===== src/rtl/bcd_serial_addsub_seq.sv =====
// Digit-serial N-digit packed-BCD add/subtract sequencer, one digit per clock, LSD first.
// Define BCD_SEQ_RECOMP_EN to recomplement negative differences to sign-magnitude.
module bcd_serial_addsub_seq #(
  parameter int DIGITS = 4
) (
  input  logic                  clk,
  input  logic                  rst,
  input  logic                  start,
  input  logic                  mode,
  input  logic [4*DIGITS-1:0]   a,
  input  logic [4*DIGITS-1:0]   b,
  output logic                  busy,
  output logic                  done,
  output logic [4*DIGITS-1:0]   result,
  output logic                  carry_out,
  output logic                  negative,
  output logic                  invalid
);

  localparam int W  = 4 * DIGITS;
  localparam int IW = (DIGITS > 1) ? $clog2(DIGITS) : 1;

  typedef enum logic [1:0] {
    IDLE   = 2'd0,
    ADD    = 2'd1,
    RECOMP = 2'd2,
    DONE   = 2'd3
  } state_t;

  state_t          state, state_nxt;
  logic [W-1:0]    a_q, b_q;
  logic            mode_q;
  logic [IW-1:0]   idx;
  logic            carry;

  logic            accept, bad_in, last;
  logic [3:0]      x, y, digit;
  logic [4:0]      sum;
  logic            cout;

  function automatic logic has_bad_digit(input logic [W-1:0] v);
    for (int i = 0; i < DIGITS; i++)
      if (v[4*i +: 4] > 4'd9) return 1'b1;
    return 1'b0;
  endfunction

  // One shared digit adder: ADD feeds a_i and (9's-complemented) b_i, RECOMP feeds 9-r_i.
  always_comb begin
    // NOTE: every combinational output gets a default first so no path infers a latch.
    x      = 4'd0;
    y      = 4'd0;
    accept = start && (state == IDLE || state == DONE);
    bad_in = has_bad_digit(a) || has_bad_digit(b);
    last   = (idx == IW'(DIGITS - 1));
    if (state == RECOMP) begin
      x = 4'd9 - result[4*int'(idx) +: 4];
    end else begin
      x = a_q[4*int'(idx) +: 4];
      y = mode_q ? 4'd9 - b_q[4*int'(idx) +: 4] : b_q[4*int'(idx) +: 4];
    end
    sum   = {1'b0, x} + {1'b0, y} + {4'd0, carry};
    cout  = (sum > 5'd9);
    digit = cout ? sum[3:0] + 4'd6 : sum[3:0];
  end

  always_comb begin
    state_nxt = state;
    case (state)
      IDLE, DONE: state_nxt = accept ? (bad_in ? DONE : ADD) : IDLE;
      ADD: if (last) begin
        if (!mode_q || cout) state_nxt = DONE;
`ifdef BCD_SEQ_RECOMP_EN
        else                 state_nxt = RECOMP;
`else
        else                 state_nxt = DONE;
`endif
      end
`ifdef BCD_SEQ_RECOMP_EN
      RECOMP: if (last) state_nxt = DONE;
`endif
      default: state_nxt = IDLE;
    endcase
  end

  always_ff @(posedge clk) begin
    // NOTE: sequential state always uses non-blocking assignments.
    if (rst) state <= IDLE;
    else     state <= state_nxt;
  end

  always_ff @(posedge clk) begin
    // NOTE: all registers, operand latches included, are reset so outputs read zero after rst.
    if (rst) begin
      a_q       <= '0;
      b_q       <= '0;
      mode_q    <= 1'b0;
      idx       <= '0;
      carry     <= 1'b0;
      result    <= '0;
      carry_out <= 1'b0;
      negative  <= 1'b0;
      invalid   <= 1'b0;
    end else if (accept) begin
      a_q       <= a;
      b_q       <= b;
      mode_q    <= mode;
      idx       <= '0;
      carry     <= mode;
      result    <= '0;
      carry_out <= 1'b0;
      negative  <= 1'b0;
      invalid   <= bad_in;
    end else if (state == ADD) begin
      result[4*int'(idx) +: 4] <= digit;
      carry <= cout;
      idx   <= idx + 1'b1;
      if (last) begin
        carry_out <= cout;
        negative  <= mode_q & ~cout;
        idx       <= '0;
        carry     <= 1'b1;  // carry-in for the 10's-complement recomplement pass
      end
`ifdef BCD_SEQ_RECOMP_EN
    end else if (state == RECOMP) begin
      result[4*int'(idx) +: 4] <= digit;
      carry <= cout;
      idx   <= idx + 1'b1;
`endif
    end
  end

  assign busy = (state == ADD) || (state == RECOMP);
  assign done = (state == DONE);

endmodule


===== config.mk =====
export PLATFORM = sky130hd
export DESIGN_NAME = bcd_serial_addsub_seq
export DESIGN_NICKNAME = d
export VERILOG_FILES = /design/src/rtl/bcd_serial_addsub_seq.sv
export SDC_FILE = /design/constraint.sdc
export NUM_CORES = 1
export LEC_CHECK = 0
export ABC_AREA = 1
export CAP_MARGIN = 5
export CORE_UTILIZATION = 55
export DETAILED_ROUTE_END_ITERATION = 16
export HOLD_SLACK_MARGIN = 0.06
export PLACE_DENSITY = 0.84
export SLEW_MARGIN = 20
export SYNTH_ARGS = -nofsm -noshare
export SYNTH_HDL_FRONTEND = slang
export SYNTH_SLANG_ARGS = --single-unit

===== constraint.sdc =====
create_clock -name clk -period 7.1 [get_ports clk]
set_clock_uncertainty 0.1 [all_clocks]
set_input_delay 0.71 -clock clk [delete_from_list [all_inputs] [get_ports clk]]
set_output_delay 0.71 -clock clk [all_outputs]
set_load 0.1 [all_outputs]

==> results.py, run 1 <==
metrics = {
    "finish": {
        "antenna_cells": 0,
        "design_area_um2": 3810,
        "final_nets": 536,
        "fillers": 449,
        "drive_gt1_share_pct": 6.584,
        "seq_area_um2": 1141,
        "multi_input_area_um2": 1698,
        "final_util_pct": 72.74,
        "syn2layout_area_growth_pct": 24.95,
        "stdcell_count": 556,
    },
    "power": {
        "intPower_uw": 848.1,
        "leakage_nw": 1.528,
        "p_comb_share_pct": 54.5,
        "power_frac_seq_pct": 26.6,
        "power_density_nw_per_um2": 428.0,
        "swShare_pct": 47.99,
        "vdd_drop_max_mv": 0.2481,
        "clock_power_share_pct": 18.9,
        "p_sw_uw": 782.4,
        "power_mw": 1.631,
    },
    "floorplanning": {
        "rows": 26,
        "start_util_pct": 58.22,
        "dieArea_um2": 5845,
        "fp.coreArea_um2": 5238,
        "num_io_pins": 57,
        "die_w_um": 76.46,
        "fp.dieH_um": 76.46,
    },
    "synth": {
        "synth_most_common_cell": "nor2_1",
        "synthXorXnorAreaFrac_pct": 0.2872,
        "muxShareOfSynthArea_pct": 0,
        "syn_nets": 488,
        "synth-seq-area-share_pct": 37.42,
        "yosysTopAreaCellShare_pct": 37.42,
        "synth-async-reset-ratio_pct": 0,
        "ys.flop_type": "dfxtp_1",
        "synth_seq_cells": 57,
        "synthAdderAreaFrac_pct": 7.879,
        "yosysWarnings": 0,
        "synth_area_um2": 3049,
        "synth-simple-area-share_pct": 27.49,
        "synth_top_family_by_area": "simple AND/OR/NAND/NOR gates",
        "syn_avg_cell_area_um2": 7.026,
        "yosysTopAreaCell": "dfxtp_1",
        "synth_common_cells": "85 x nor2_1, 69 x nand2_1, 57 x dfxtp_1, 57 x o21ai_0, 37 x a21oi_1",
        "synth-edff-count": 0,
        "synth_compound_area_share_pct": 20.02,
        "yosysUniqueCellTypes": 33,
        "synth_area_leaders": "dfxtp_1 37%, nor2_1 10%, o21ai_0 9.4%",
        "syn_inst": 434,
    },
    "routing": {
        "wl_per_cell_um": 13.76,
        "totalWireLength_mm": 7.652,
        "drt_first_iter_violations": 288,
        "vias": 3126,
        "firstDrtPassIters": 5,
        "drc_errors": 0,
        "route.antenna.remaining_nets": 0,
        "viasPerCell": 5.622,
    },
    "clock_network": {
        "post_cts_resized": 0,
        "cts-hold-fix-buffers": 0,
        "cts_tree": "built",
        "htreeDepth": 3,
        "cts-root-buf": "clkbuf_8",
        "cts.clk_slew.worst_paths_ps": 60,
        "clk_latency_ps": 350,
        "cts_made_buffers": 9,
        "post_cts_buffers": 0,
        "cts.sinks": 57,
        "clk_path_buf_depth": 2,
    },
    "global_routing": {
        "grt_pass1_wl_mm": 13.08,
        "grt_antenna_before_repair": 0,
        "grt_overflow": 0,
        "grt_max_degree": 38,
        "grt_pass1_vias": 2905,
        "grt_usage_pct": 28.18,
    },
    "timing": {
        "period_share_pct": 56.14,
        "hold_violations": 0,
        "slew_viol_final": 0,
        "grt_setup_unrepaired": "false",
        "setup_viol": 0,
        "tns_ps": 0,
        "maxSlewHeadroom_pct": 34.90,
        "max_freq_ghz": 0.2509,
        "finalCriticalPeriod_ps": 3986,
        "tightestPinTransition_ps": 973.5,
    },
    "min_path": {
        "hold_class": "reg2reg",
    },
    "critical_path": {
        "crit_required_ps": 7270,
        "end_kind": "register",
        "criticalPathCategory": "reg2reg",
        "path_max_fanout": 32,
        "critPathLaunchType": "register",
        "arrival_ps": 4150,
    },
    "placement": {
        "finalWeightedCongestion": 0.8453,
        "placed_area_um2": 3615,
        "dp.cells": 541,
        "hpwlAfterDp_mm": 5.445,
        "io_buffers": 56,
    },
    "outcome": {
        "outcome": "finished clean",
    },
    "flow_run": {
        "maxCapViolations": 0,
    },
}
## placed cells by master (no fill, tap or decap), types with 2 or more instances in the layout
master / n
clkinv_1: 2
o22ai_1: 2
a22oi_1: 4
inv_2: 2
nand3_2: 2
clkinv_2: 2
nor2_1: 85
o21ai_0: 57
a32o_1: 6
a21oi_1: 37
fa_1: 2
nand2_1: 69
clkdlybuf4s50_1: 56
nand3_1: 16
clkbuf_8: 11
nand4_1: 8
nand2_2: 9
ha_1: 16
dfxtp_1: 57
inv_1: 28
## worst max-delay path: stages (launching register included)
cell and delay, ps:
dfxtp_1 310, inv_1 630, nand2_1 100, a32o_1 260
a21oi_1 110, o21ai_0 130, fa_1 450, fa_1 410
inv_1 90, nand2_1 60, nand2_2 100, ha_1 180
inv_1 70, a21oi_1 150, a21oi_2 50, nand2_2 110
nand2_4 80, nand2_2 80, nand4_1 120, nor2_1 140
nor2_1 70, nor2_1 110
## state kept, by name (all words and copies together) (netlist names)
name       flops
a_q           16
b_q           16
result        16
idx            2
state          2
carry          1
carry_out      1
invalid        1
mode_q         1
negative       1
## area by class of cell
class                   instances  area share [%]
clock buffers                  12           4.072
clock inverters                 3           1.051
flip-flops and latches         57           29.95
multi-input cells             325           44.56
well taps                      70           2.299
repair buffers                 57           14.91
inverters                      32           3.153
## logic make-up (layout without fill, tap and decap cells)
logic type,Yosys count,after routing
XOR/XNOR,1,1
flip-flops,57,57
buffers and inverters,52,104
adder cells (fa/ha/maj),18,18
AND/OR/NAND/NOR,195,195
AO/OA/AOI/OAI,111,111
## stage by stage
stage | hold WS (ps) | worst slack (ps)
finish | 383.0 | 3114
global route | 412.4 | 2801
CTS | 380.9 | 3146
detailed placement | 365.9 | 3208
global placement | 346.4 | 3377
floorplan | 349.5 | 3737
## per-layer routing
metal	up-vias	wire [um]	track usage [%]
met5	-	0	0
met4	0	257	16.35
met3	33	397	6.707
met2	122	3780	47.48
met1	1433	3217	32.46
li1	1538	-	-
## worst paths after layout
path	from	endpoint	slack [ps]	cells after the start
worst max-delay path	idx[0]	result[7]	3110	21
worst min-delay path	a_q[6]	a_q[6]	380	2
worst max register to register	idx[0]	result[7]	3110	21
worst min register to register	a_q[6]	a_q[6]	380	2
## power groups by stage
| stage | sequential, mW | clock, mW | combinational, mW |
|---|---|---|---|
| after floorplan | 0.471 | 0 | 0.649 |
| final | 0.434 | 0.308 | 0.889 |
| after global placement | 0.436 | 0 | 0.842 |
| after CTS | 0.433 | 0.310 | 0.878 |
| after global routing | 0.442 | 0.325 | 0.985 |
| after detailed placement | 0.439 | 0 | 0.870 |
No activity file was read; power rests on OpenSTA's default activity.
==> inputs of run 2 (changes only) <==
- CORE_UTILIZATION: 55 -> 52
- PLACE_DENSITY: 0.84 -> 0.8
- clock period: 7.1 -> 4.1 ns (I/O delays scaled with it)
==> run 2 against run 1 <==
Net effect:
- sequential power grew 74%
- wire length shrank 0.51%
- first-iteration DRC count down 36%
- critical path depth unchanged
- non-clock buffer count grew 3
- register-to-register slack lost 2700 ps
- combinational power rose by 74%
- count of clock-buffer cells in the layout shrank 1
- worst setup slack got worse by 2700 ps
- flip-flop and latch count unchanged
- clock power grew 48%
- power grew 69%
- critical path type unchanged
- largest cell class unchanged
==> results.py, run 2 (same netlist as run 1, synthesis figures left out) <==
metrics = {
    "critical_path": {
        "arrival_ps": 3810,
        "end_kind": "register",
        "timing.rr.start": "idx[0]",
        "r2r_slack_ps": 460,
        "criticalPathCategory": "reg2reg",
        "crit_required_ps": 4260,
        "reg2regPathDepth": 21,
        "worstReg2RegEnd": "result[15]",
        "path_max_fanout": 32,
        "critPathLaunchType": "register",
    },
    "routing": {
        "drc_errors": 0,
        "drt_first_iter_violations": 184,
        "vias": 3091,
        "totalWireLength_mm": 7.613,
        "viasPerCell": 5.520,
        "firstDrtPassIters": 5,
        "wl_per_cell_um": 13.59,
        "route.antenna.remaining_nets": 0,
    },
    "timing": {
        "tns_ps": 0,
        "max_freq_ghz": 0.2745,
        "maxSlewHeadroom_pct": 32.89,
        "hold_violations": 0,
        "setup_viol": 0,
        "tightestPinTransition_ps": 1004,
        "period_share_pct": 88.86,
        "slew_viol_final": 0,
        "grt_setup_unrepaired": "false",
        "finalCriticalPeriod_ps": 3643,
    },
    "clock_network": {
        "cts-root-buf": "clkbuf_8",
        "cts-hold-fix-buffers": 0,
        "htreeDepth": 3,
        "clk_path_buf_depth": 2,
        "post_cts_resized": 0,
        "cts.sinks": 57,
        "post_cts_buffers": 0,
        "cts_made_buffers": 9,
        "cts.clk_slew.worst_paths_ps": 60,
        "clk_latency_ps": 340,
        "cts_tree": "built",
    },
    "floorplanning": {
        "die_w_um": 78.58,
        "start_util_pct": 54.70,
        "fp.dieH_um": 78.58,
        "rows": 27,
        "dieArea_um2": 6174,
        "num_io_pins": 57,
        "fp.coreArea_um2": 5574,
    },
    "min_path": {
        "hp-start": "invalid",
        "hold_class": "reg2reg",
        "hold_path_depth": 2,
        "hold-path-endpoint": "invalid",
    },
    "power": {
        "leakage_nw": 1.527,
        "vdd_drop_max_mv": 0.4066,
        "power_density_nw_per_um2": 724.8,
    },
    "global_routing": {
        "grt_overflow": 0,
        "grt_pass1_vias": 2979,
        "grt_antenna_before_repair": 0,
        "grt_pass1_wl_mm": 13.05,
        "grt_max_degree": 38,
        "grt_usage_pct": 27.63,
    },
    "finish": {
        "largest_registers": "a_q (16), b_q (16), result (16)",
        "fillers": 518,
        "final_nets": 539,
        "drive_gt1_share_pct": 7.172,
        "final_common_cell": "nor2_1",
        "final_cell_mix": "85 x nor2_1, 69 x nand2_1, 57 x o21ai_0, 57 x dfxtp_1, 56 x clkdlybuf4s50_1",
        "antenna_cells": 0,
        "stdcell_count": 560,
        "syn2layout_area_growth_pct": 24.91,
    },
    "placement": {
        "finalWeightedCongestion": 0.8719,
        "hpwlAfterDp_mm": 5.611,
        "dp.cells": 546,
        "io_buffers": 56,
    },
    "flow_run": {
        "maxCapViolations": 0,
    },
    "outcome": {
        "outcome": "finished clean",
    },
}
[run 2: how the worst max path moves through the flow]
stage,depth (start not counted),slack [ps],startpoint,end
2_1_floorplan,20,740,result[5],result[15]
3_3_place_gp,21,650,idx[0],result[7]
3_5_place_dp,21,480,idx[0],result[15]
4_1_cts,21,460,idx[0],result[15]
5_1_grt,21,150,idx[0],result[7]
6_report,21,460,idx[0],result[15]
[run 2: layout make-up]
| type | count | area, um2 | area share, % |
|---|---|---|---|
| inverters | 32 | 120.1 | 3.154 |
| clock inverters | 3 | 17.52 | 0.4599 |
| flip-flops and latches | 57 | 1141 | 29.96 |
| repair buffers | 60 | 590.6 | 15.51 |
| clock buffers | 11 | 151.4 | 3.975 |
| well taps | 72 | 90.09 | 2.365 |
| multi-input cells | 325 | 1698 | 44.58 |
[run 2: critical path: stages (launching register included)]
cell,delay (ps)
dfxtp_1,330
buf_4,310
nand2_1,100
a32o_1,270
a21oi_1,110
o21ai_0,130
fa_1,460
fa_1,410
inv_1,90
nand2_1,60
nand2_2,100
ha_1,170
inv_1,50
a21oi_1,140
a21oi_2,50
nand2_2,120
nand2_4,80
nand2_2,90
nand4_1,120
nor2_1,130
nor2_1,50
nor2_1,80
[run 2: per-stage QoR]
step	setup slack, ps	cell area, um2	total power, mW	hold slack [ps]	util [%]
after floorplan	737.3	3049	1.940	349.5	-
after global placement	653.4	3640	2.227	345.5	65.30
after detailed placement	484.0	3640	2.288	346.7	65.30
after CTS	460.1	3809	2.756	361.7	68.33
after global routing	154.2	3809	2.992	383.0	68.33
final	456.8	3809	2.761	362.5	68.33
[run 2: power breakdown]
group / internal, mW / switching (mW) / total, mW
logic: 0.496 / 1.06 / 1.55
registers: 0.674 / 0.0788 / 0.753
clock network: 0.243 / 0.214 / 0.456
total: 1.41 / 1.35 / 2.76
[run 2: per-layer routing]
metal	part of all wire [%]	global-route usage [%]	vias up
met4	3.7	13.89	0
li1	-	-	1551
met2	50	48.96	117
met5	0	0	-
met3	5.9	9.070	34
met1	41	28.98	1389
